<file path="src/rtl/ub_write_packer_if.sv">
`default_nettype none
// ============================================================================
//  Module   : ub_write_packer_if
//  Brief    : Unified-buffer word write port (valid/ready, address, data, mask)
//  Revision : 1.0 - initial release
// ============================================================================
interface ub_write_packer_if #(
    parameter int ADDR_W = 8
);
    logic              ub_wr_valid;
    logic              ub_wr_ready;
    logic [ADDR_W-1:0] ub_wr_addr;
    logic [31:0]       ub_wr_data;
    logic [3:0]        ub_wr_mask;

    // Packer side: issues write requests, observes acceptance
    modport master (
        output ub_wr_valid,
        output ub_wr_addr,
        output ub_wr_data,
        output ub_wr_mask,
        input  ub_wr_ready
    );

    // Unified-buffer side: accepts write requests
    modport slave (
        input  ub_wr_valid,
        input  ub_wr_addr,
        input  ub_wr_data,
        input  ub_wr_mask,
        output ub_wr_ready
    );
endinterface
`default_nettype wire

</file>
<file path="src/rtl/ub_write_packer.sv">
`default_nettype none
// ============================================================================
//  Module   : ub_write_packer
//  Brief    : Packs an int8 byte stream into masked 32-bit words and writes
//             them to the unified buffer through a small word FIFO.
//  Revision : 1.0 - initial release
// ============================================================================
module ub_write_packer #(
    parameter int ADDR_W     = 8,
    parameter int FIFO_DEPTH = 4
) (
    input  wire logic              clk,
    input  wire logic              reset_n,
    input  wire logic              start,
    input  wire logic [ADDR_W-1:0] base_addr,
    input  wire logic [15:0]       byte_count,
    input  wire logic              valid_in,
    input  wire logic [7:0]        data_in,
    ub_write_packer_if.master      ub,
    output logic                   busy,
    output logic                   done,
    output logic                   overflow
);

    localparam int              PTR_W       = $clog2(FIFO_DEPTH);
    localparam logic [PTR_W:0]  c_FIFO_FULL = (PTR_W+1)'(FIFO_DEPTH);

    typedef enum logic [1:0] {
        S_IDLE  = 2'd0,
        S_PACK  = 2'd1,
        S_DRAIN = 2'd2,
        S_DONE  = 2'd3
    } state_t;

    state_t             r_state;
    logic [ADDR_W-1:0]  r_addr;
    logic [15:0]        r_remaining;
    logic [1:0]         r_lane;
    logic [31:0]        r_word;
    logic               r_busy;
    logic               r_done;
    logic               r_overflow;

    logic [ADDR_W-1:0]  r_fifo_addr [FIFO_DEPTH];
    logic [31:0]        r_fifo_data [FIFO_DEPTH];
    logic [3:0]         r_fifo_mask [FIFO_DEPTH];
    logic [PTR_W-1:0]   r_wr_ptr;
    logic [PTR_W-1:0]   r_rd_ptr;
    logic [PTR_W:0]     r_count;

    logic               w_byte;
    logic               w_last;
    logic               w_push;
    logic               w_pop;
    logic               w_full;
    logic               w_empty;
    logic               w_push_ok;
    logic               w_drop;
    logic [31:0]        w_word;
    logic [3:0]         w_push_mask;

    // Byte acceptance, word completion and FIFO handshake decode
    always_comb begin
        w_byte      = (r_state == S_PACK) && valid_in;
        w_last      = (r_remaining == 16'd1);
        w_push      = w_byte && ((r_lane == 2'd3) || w_last);
        w_empty     = (r_count == '0);
        w_full      = (r_count == c_FIFO_FULL);
        w_pop       = !w_empty && ub.ub_wr_ready;
        // A full FIFO still takes a word when the head leaves in the same cycle
        w_push_ok   = w_push && (!w_full || w_pop);
        w_drop      = w_push && w_full && !w_pop;
        // Lanes at and above r_lane are held at zero, so OR-in is a lane write
        w_word      = r_word | ({24'd0, data_in} << {r_lane, 3'b000});
        w_push_mask = 4'b1111 >> (2'd3 - r_lane);
    end

    // Transfer control: state, address/byte counters, partial word, busy/done
    always_ff @(posedge clk or negedge reset_n) begin
        if (!reset_n) begin
            r_state     <= S_IDLE;
            r_addr      <= '0;
            r_remaining <= '0;
            r_lane      <= '0;
            r_word      <= '0;
            r_busy      <= 1'b0;
            r_done      <= 1'b0;
        end else begin
            case (r_state)
                S_IDLE: begin
                    if (start) begin
                        r_addr      <= base_addr;
                        r_remaining <= byte_count;
                        r_lane      <= '0;
                        r_word      <= '0;
                        r_busy      <= 1'b1;
                        if (byte_count == 16'd0) begin
                            r_state <= S_DONE;
                            r_done  <= 1'b1;
                        end else begin
                            r_state <= S_PACK;
                        end
                    end
                end
                S_PACK: begin
                    if (w_byte) begin
                        r_remaining <= r_remaining - 16'd1;
                        if (w_push) begin
                            // Address advances even when the word is dropped
                            r_addr <= r_addr + 1'b1;
                            r_lane <= '0;
                            r_word <= '0;
                        end else begin
                            r_lane <= r_lane + 2'd1;
                            r_word <= w_word;
                        end
                        if (w_last) begin
                            r_state <= S_DRAIN;
                        end
                    end
                end
                S_DRAIN: begin
                    if (w_empty) begin
                        r_state <= S_DONE;
                        r_done  <= 1'b1;
                    end
                end
                S_DONE: begin
                    r_state <= S_IDLE;
                    r_done  <= 1'b0;
                    r_busy  <= 1'b0;
                end
                default: begin
                    r_state <= S_IDLE;
                    r_done  <= 1'b0;
                    r_busy  <= 1'b0;
                end
            endcase
        end
    end

    // Sticky drop flag, cleared only by an accepted start
    always_ff @(posedge clk or negedge reset_n) begin
        if (!reset_n) begin
            r_overflow <= 1'b0;
        end else if ((r_state == S_IDLE) && start) begin
            r_overflow <= 1'b0;
        end else if (w_drop) begin
            r_overflow <= 1'b1;
        end
    end

    // Word FIFO storage and occupancy; entries reset so the head reads zero
    always_ff @(posedge clk or negedge reset_n) begin
        if (!reset_n) begin
            r_wr_ptr <= '0;
            r_rd_ptr <= '0;
            r_count  <= '0;
            for (int i = 0; i < FIFO_DEPTH; i++) begin
                r_fifo_addr[i] <= '0;
                r_fifo_data[i] <= '0;
                r_fifo_mask[i] <= '0;
            end
        end else begin
            if (w_push_ok) begin
                r_fifo_addr[r_wr_ptr] <= r_addr;
                r_fifo_data[r_wr_ptr] <= w_word;
                r_fifo_mask[r_wr_ptr] <= w_push_mask;
                r_wr_ptr              <= r_wr_ptr + 1'b1;
            end
            if (w_pop) begin
                r_rd_ptr <= r_rd_ptr + 1'b1;
            end
            case ({w_push_ok, w_pop})
                2'b10:   r_count <= r_count + 1'b1;
                2'b01:   r_count <= r_count - 1'b1;
                default: r_count <= r_count;
            endcase
        end
    end

    assign ub.ub_wr_valid = !w_empty;
    assign ub.ub_wr_addr  = r_fifo_addr[r_rd_ptr];
    assign ub.ub_wr_data  = r_fifo_data[r_rd_ptr];
    assign ub.ub_wr_mask  = r_fifo_mask[r_rd_ptr];

    assign busy     = r_busy;
    assign done     = r_done;
    assign overflow = r_overflow;

endmodule
`default_nettype wire

</file>
<file path="src/flat_wrapper.sv">
// flat-port wrapper written by rule: the top's interface ports become plain ports
module ub_write_packer_flat 
#(
    parameter int ADDR_W     = 8,
    parameter int FIFO_DEPTH = 4
)
  (clk, reset_n, start, base_addr, byte_count, valid_in, data_in, busy, done, overflow, ub_ub_wr_valid, ub_ub_wr_addr, ub_ub_wr_data, ub_ub_wr_mask, ub_ub_wr_ready);
  ub_write_packer_if #(.ADDR_W(ADDR_W)) ub_i ();
  input  wire logic clk;
  input  wire logic reset_n;
  input  wire logic start;
  input  wire logic [ADDR_W-1:0] base_addr;
  input  wire logic [15:0] byte_count;
  input  wire logic valid_in;
  input  wire logic [7:0] data_in;
  output logic busy;
  output logic done;
  output logic overflow;
  output wire logic [$bits(ub_i.ub_wr_valid)-1:0] ub_ub_wr_valid;
  output wire logic [$bits(ub_i.ub_wr_addr)-1:0] ub_ub_wr_addr;
  output wire logic [$bits(ub_i.ub_wr_data)-1:0] ub_ub_wr_data;
  output wire logic [$bits(ub_i.ub_wr_mask)-1:0] ub_ub_wr_mask;
  input wire logic [$bits(ub_i.ub_wr_ready)-1:0] ub_ub_wr_ready;
  assign ub_ub_wr_valid = ub_i.ub_wr_valid;
  assign ub_ub_wr_addr = ub_i.ub_wr_addr;
  assign ub_ub_wr_data = ub_i.ub_wr_data;
  assign ub_ub_wr_mask = ub_i.ub_wr_mask;
  assign ub_i.ub_wr_ready = ub_ub_wr_ready;
  ub_write_packer #(.ADDR_W(ADDR_W), .FIFO_DEPTH(FIFO_DEPTH)) u_core (.clk(clk), .reset_n(reset_n), .start(start), .base_addr(base_addr), .byte_count(byte_count), .valid_in(valid_in), .data_in(data_in), .ub(ub_i), .busy(busy), .done(done), .overflow(overflow));
endmodule
</file>
<file path="config.mk">
export PLATFORM = sky130hd
export DESIGN_NAME = ub_write_packer_flat
export DESIGN_NICKNAME = d
export VERILOG_FILES = /design/src/rtl/ub_write_packer_if.sv /design/src/rtl/ub_write_packer.sv /design/src/flat_wrapper.sv
export SDC_FILE = /design/constraint.sdc
export NUM_CORES = 1
export LEC_CHECK = 0
export ABC_AREA = 1
export BUFFER_PORTS_ARGS = -buffer_cell sky130_fd_sc_hd__buf_2
export CAP_MARGIN = 20
export CORE_MARGIN = 2
export CORE_UTILIZATION = 40
export DETAILED_ROUTE_END_ITERATION = 16
export PLACE_DENSITY_LB_ADDON = 0.2
export REMOVE_ABC_BUFFERS = 1
export SYNTH_ARGS = -nofsm -noshare
export SYNTH_HDL_FRONTEND = slang
export SYNTH_SLANG_ARGS = --single-unit
</file>
<file path="constraint.sdc">
create_clock -name clk -period 2.01 [get_ports clk]
set_input_delay 0.1005 -clock clk [delete_from_list [all_inputs] [get_ports clk]]
set_output_delay 0.1005 -clock clk [all_outputs]
set_load 0.01 [all_outputs]
</file>
==> reports/qor.csv <==
metric;value;unit
run_status;finished, violations left;
violations;hold timing, setup timing;
reg_clk_slew_reported_paths;60;ps
synth_area_leader_cell;sky130_fd_sc_hd__dfrtp_1;
antennaDiodeCount;0;
clkLatencyLatePin;550;ps
synth.lib_cells_used.distinct;39;
placementRows;62;
clock_buffer_count_from_cts;28;
multi_input_comb_area;4670;um^2
post_synth_instance_area;11600;um^2
arrival;1940;ps
end_kind;primary output;
clock-skew-final;16.8;ps
met1_track_demand_over_resource_in_global_routing;28.5;%
whs;-4.59;ps
mostFrequentLayoutCell;sky130_fd_sc_hd__nand2_1;
first_pass_iters;5;
grt-busiest-layer;met2;
grt_start_max_net_pins;66;
areaGrowthSynthToFinish;25.4;%
crit_path_cell_trace;buf_12 -> clkinv_8 -> buf_4 -> buf_4 -> o21ai_0 -> o22ai_1 -> buf_2;
placed_area;12600;um^2
rsz_0062_raised_after_global_routing;yes;
timing.final.max_slew_violations;0;
share_of_cells_above_drive_strength_1;17.3;%
minimum_setup_slack_among_reg_to_reg_paths;110;ps
seq_area;6160;um^2
drv_cap;0;
period_minus_slack;2040;ps
crit_path_start_kind;register;
seq_area_frac_synth;53.2;%
detailedRoute.firstIterationViolations;980;
setup-tns-final;-27.4;ps
grt_util_met3;3.08;%
core_area;28600;um^2
via_count;10000;
htree_num_levels;1;
global_route_wire_length_before_repair;50.4;mm
root_buffer;sky130_fd_sc_hd__clkbuf_16;
crit_fanout;9;
place_worst_setup_slack;10.5;ps
met2_resource_use_gr;34.2;%
grt_remaining_overflow;0;
synth_top_cell_area_share;53.2;%
portBuffers;84;
global_route.usage.total;20.5;%
hp-start;ub_ub_wr_ready;
die_w;174;um
report.final.hold_viol_count;1;
worst-endpoint-required;1910;ps
initial_cell_density_of_the_core;40.5;%
post_synth.cell_area_avg;8.51;um^2
final_critical_path_setup_slack;-27.4;ps
io_pins;85;
synth_top_cells_by_area;sky130_fd_sc_hd__dfrtp_1, sky130_fd_sc_hd__nand2_1, sky130_fd_sc_hd__o21ai_0;
via_count_of_the_first_global_routing_pass;9365;
fp.dieArea;30300;um^2
chipHeight;174;um
wirelength;34.1;mm
power_per_cell_area;1400;nW/um^2
holdCritPathClass;in2reg;
relSlewSlack;64.0;%
slowest_stage;sky130_fd_sc_hd__dfrtp_2;
crit_path_max_incr_delay;430;ps
synth_seq_cells;246;
vias_per_cell;5.28;
measured_slew_at_the_worst_slew_check_pin;538;ps
gp_routability_congestion;0.849;
routedWlPerCell;18.0;um
most_used_cell_cp;sky130_fd_sc_hd__buf_4;
clockBufferDepth;3;
detailedPlacementHpwl;18.4;mm
synthCells;1361;
synth-warning-count;0;
timing.critical_path.from;u_core.r_rd_ptr[0];
postLayoutCellArea;14500;um^2
final.period_utilization;101;%
timing.setup.critical_path_class;reg2out;
max_freq;491;MHz
clock_sinks;246;
ant_nets;0;
grt_antenna_before_repair;0;
vdd_drop_max;758;uV
design.final.nets;1547;
number_of_fill_cells_in_the_layout;2641;
setup_viol_count_final;1;
post-route-drc-count;0;
worst_r2r_startpoint;u_core.r_remaining[1];
finalCoreUtilization;50.7;%
power.static_leakage;6.78;nW
most_frequent_cells_in_the_layout;sky130_fd_sc_hd__nand2_1, sky130_fd_sc_hd__dfrtp_1, sky130_fd_sc_hd__o21ai_0;
cts_tree;yes;
Yosys cell counts, drive strengths merged:
master	number
a21boi	1
a21o	1
a21oi	29
a22o	2
a22oi	1
a31oi	8
buf	31
clkbuf	59
clkinv	1
dfrtp	246
fa	1
ha	14
inv	95
mux2i	3
nand2	262
nand3	27
nand3b	1
nand4	13
nor2	144
nor3	20
nor4	10
o211ai	2
o21a	9
o21ai	309
o22ai	45
o31ai	3
o32ai	1
or2	17
xor2	6
layout make-up:
cell class	count	area share (%)
clock buffer	42	5.75
timing repair buffer	193	12.8
inverter	96	2.60
clock inverter	9	1.03
tap	384	3.31
multi-input combinational	930	32.1
sequential	246	42.4
path summary, 6_finish.rpt:
kind	endpoint	cells after the start
worst max-delay path	ub_ub_wr_addr[6]	7
worst min-delay path	u_core.r_rd_ptr[0]	4
worst max register to register	u_core.r_fifo_data[42]	13
worst min register to register	u_core.r_fifo_mask[8]	2
max in group asynchronous	u_core.r_word[6]	3
min in group asynchronous	u_core.r_fifo_mask[4]	2
kinds of logic after synthesis:
group,synth area share (%)
xor gates and xnor gates,0.454
AOI/OAI and AO/OA,19.3
and+or+nand+nor,18.0
DFF,53.2
adders and majority gates,1.69
muxes,0.259
buffers and inverters,7.22
through the flow:
stage                     power [mW]  std cells
after global routing            21.6       1900
final                           20.3       1900
after CTS                       19.9       1871
after global placement          13.9       1784
after detailed placement        14.0       1784
after floorplan                 10.8       1271
registers in the layout, summed over array words and instances, names as in the netlist:
register and count:
u_core.r_fifo_mask 16, u_core.busy 1, u_core.overflow 1, u_core.r_addr 8, u_core.r_fifo_addr 32, u_core.r_remaining 16
u_core.r_fifo_data 128, u_core.done 1, u_core.r_word 32, u_core.r_state 2, u_core.r_rd_ptr 2, u_core.r_count 3
u_core.r_lane 2, u_core.r_wr_ptr 2
power by group:
group | internal, mW | switching, mW | total [mW]
Clock | 3.36 | 2.06 | 5.42
Sequential | 5.71 | 0.529 | 6.24
Combinational | 3.24 | 5.42 | 8.66
critical path: cells and delay by family (launching register included):
family                 cells  cell delay [ps]
AOI/OAI and AO/OA          2              270
buffers and inverters      5              680
DFF                        1              430
per-layer routing:
layer	vias up	part of all wire, %
met5	-	0
met4	0	1.7
met3	47	5.8
met2	280	48
met1	4878	45
li1	4824	-
repair_timing:
action / 4_1_cts / 5_1_grt
buffers inserted: 5 / 17
hold endpoints to repair: 240 / 0
endpoints found under the setup margin: 26 / 149
pin swaps: 2 / 8
cloned: 2 / 13
gates resized for setup: 10 / 26
hold buffers: 29 / 0
(Power assumes the default switching activity.)
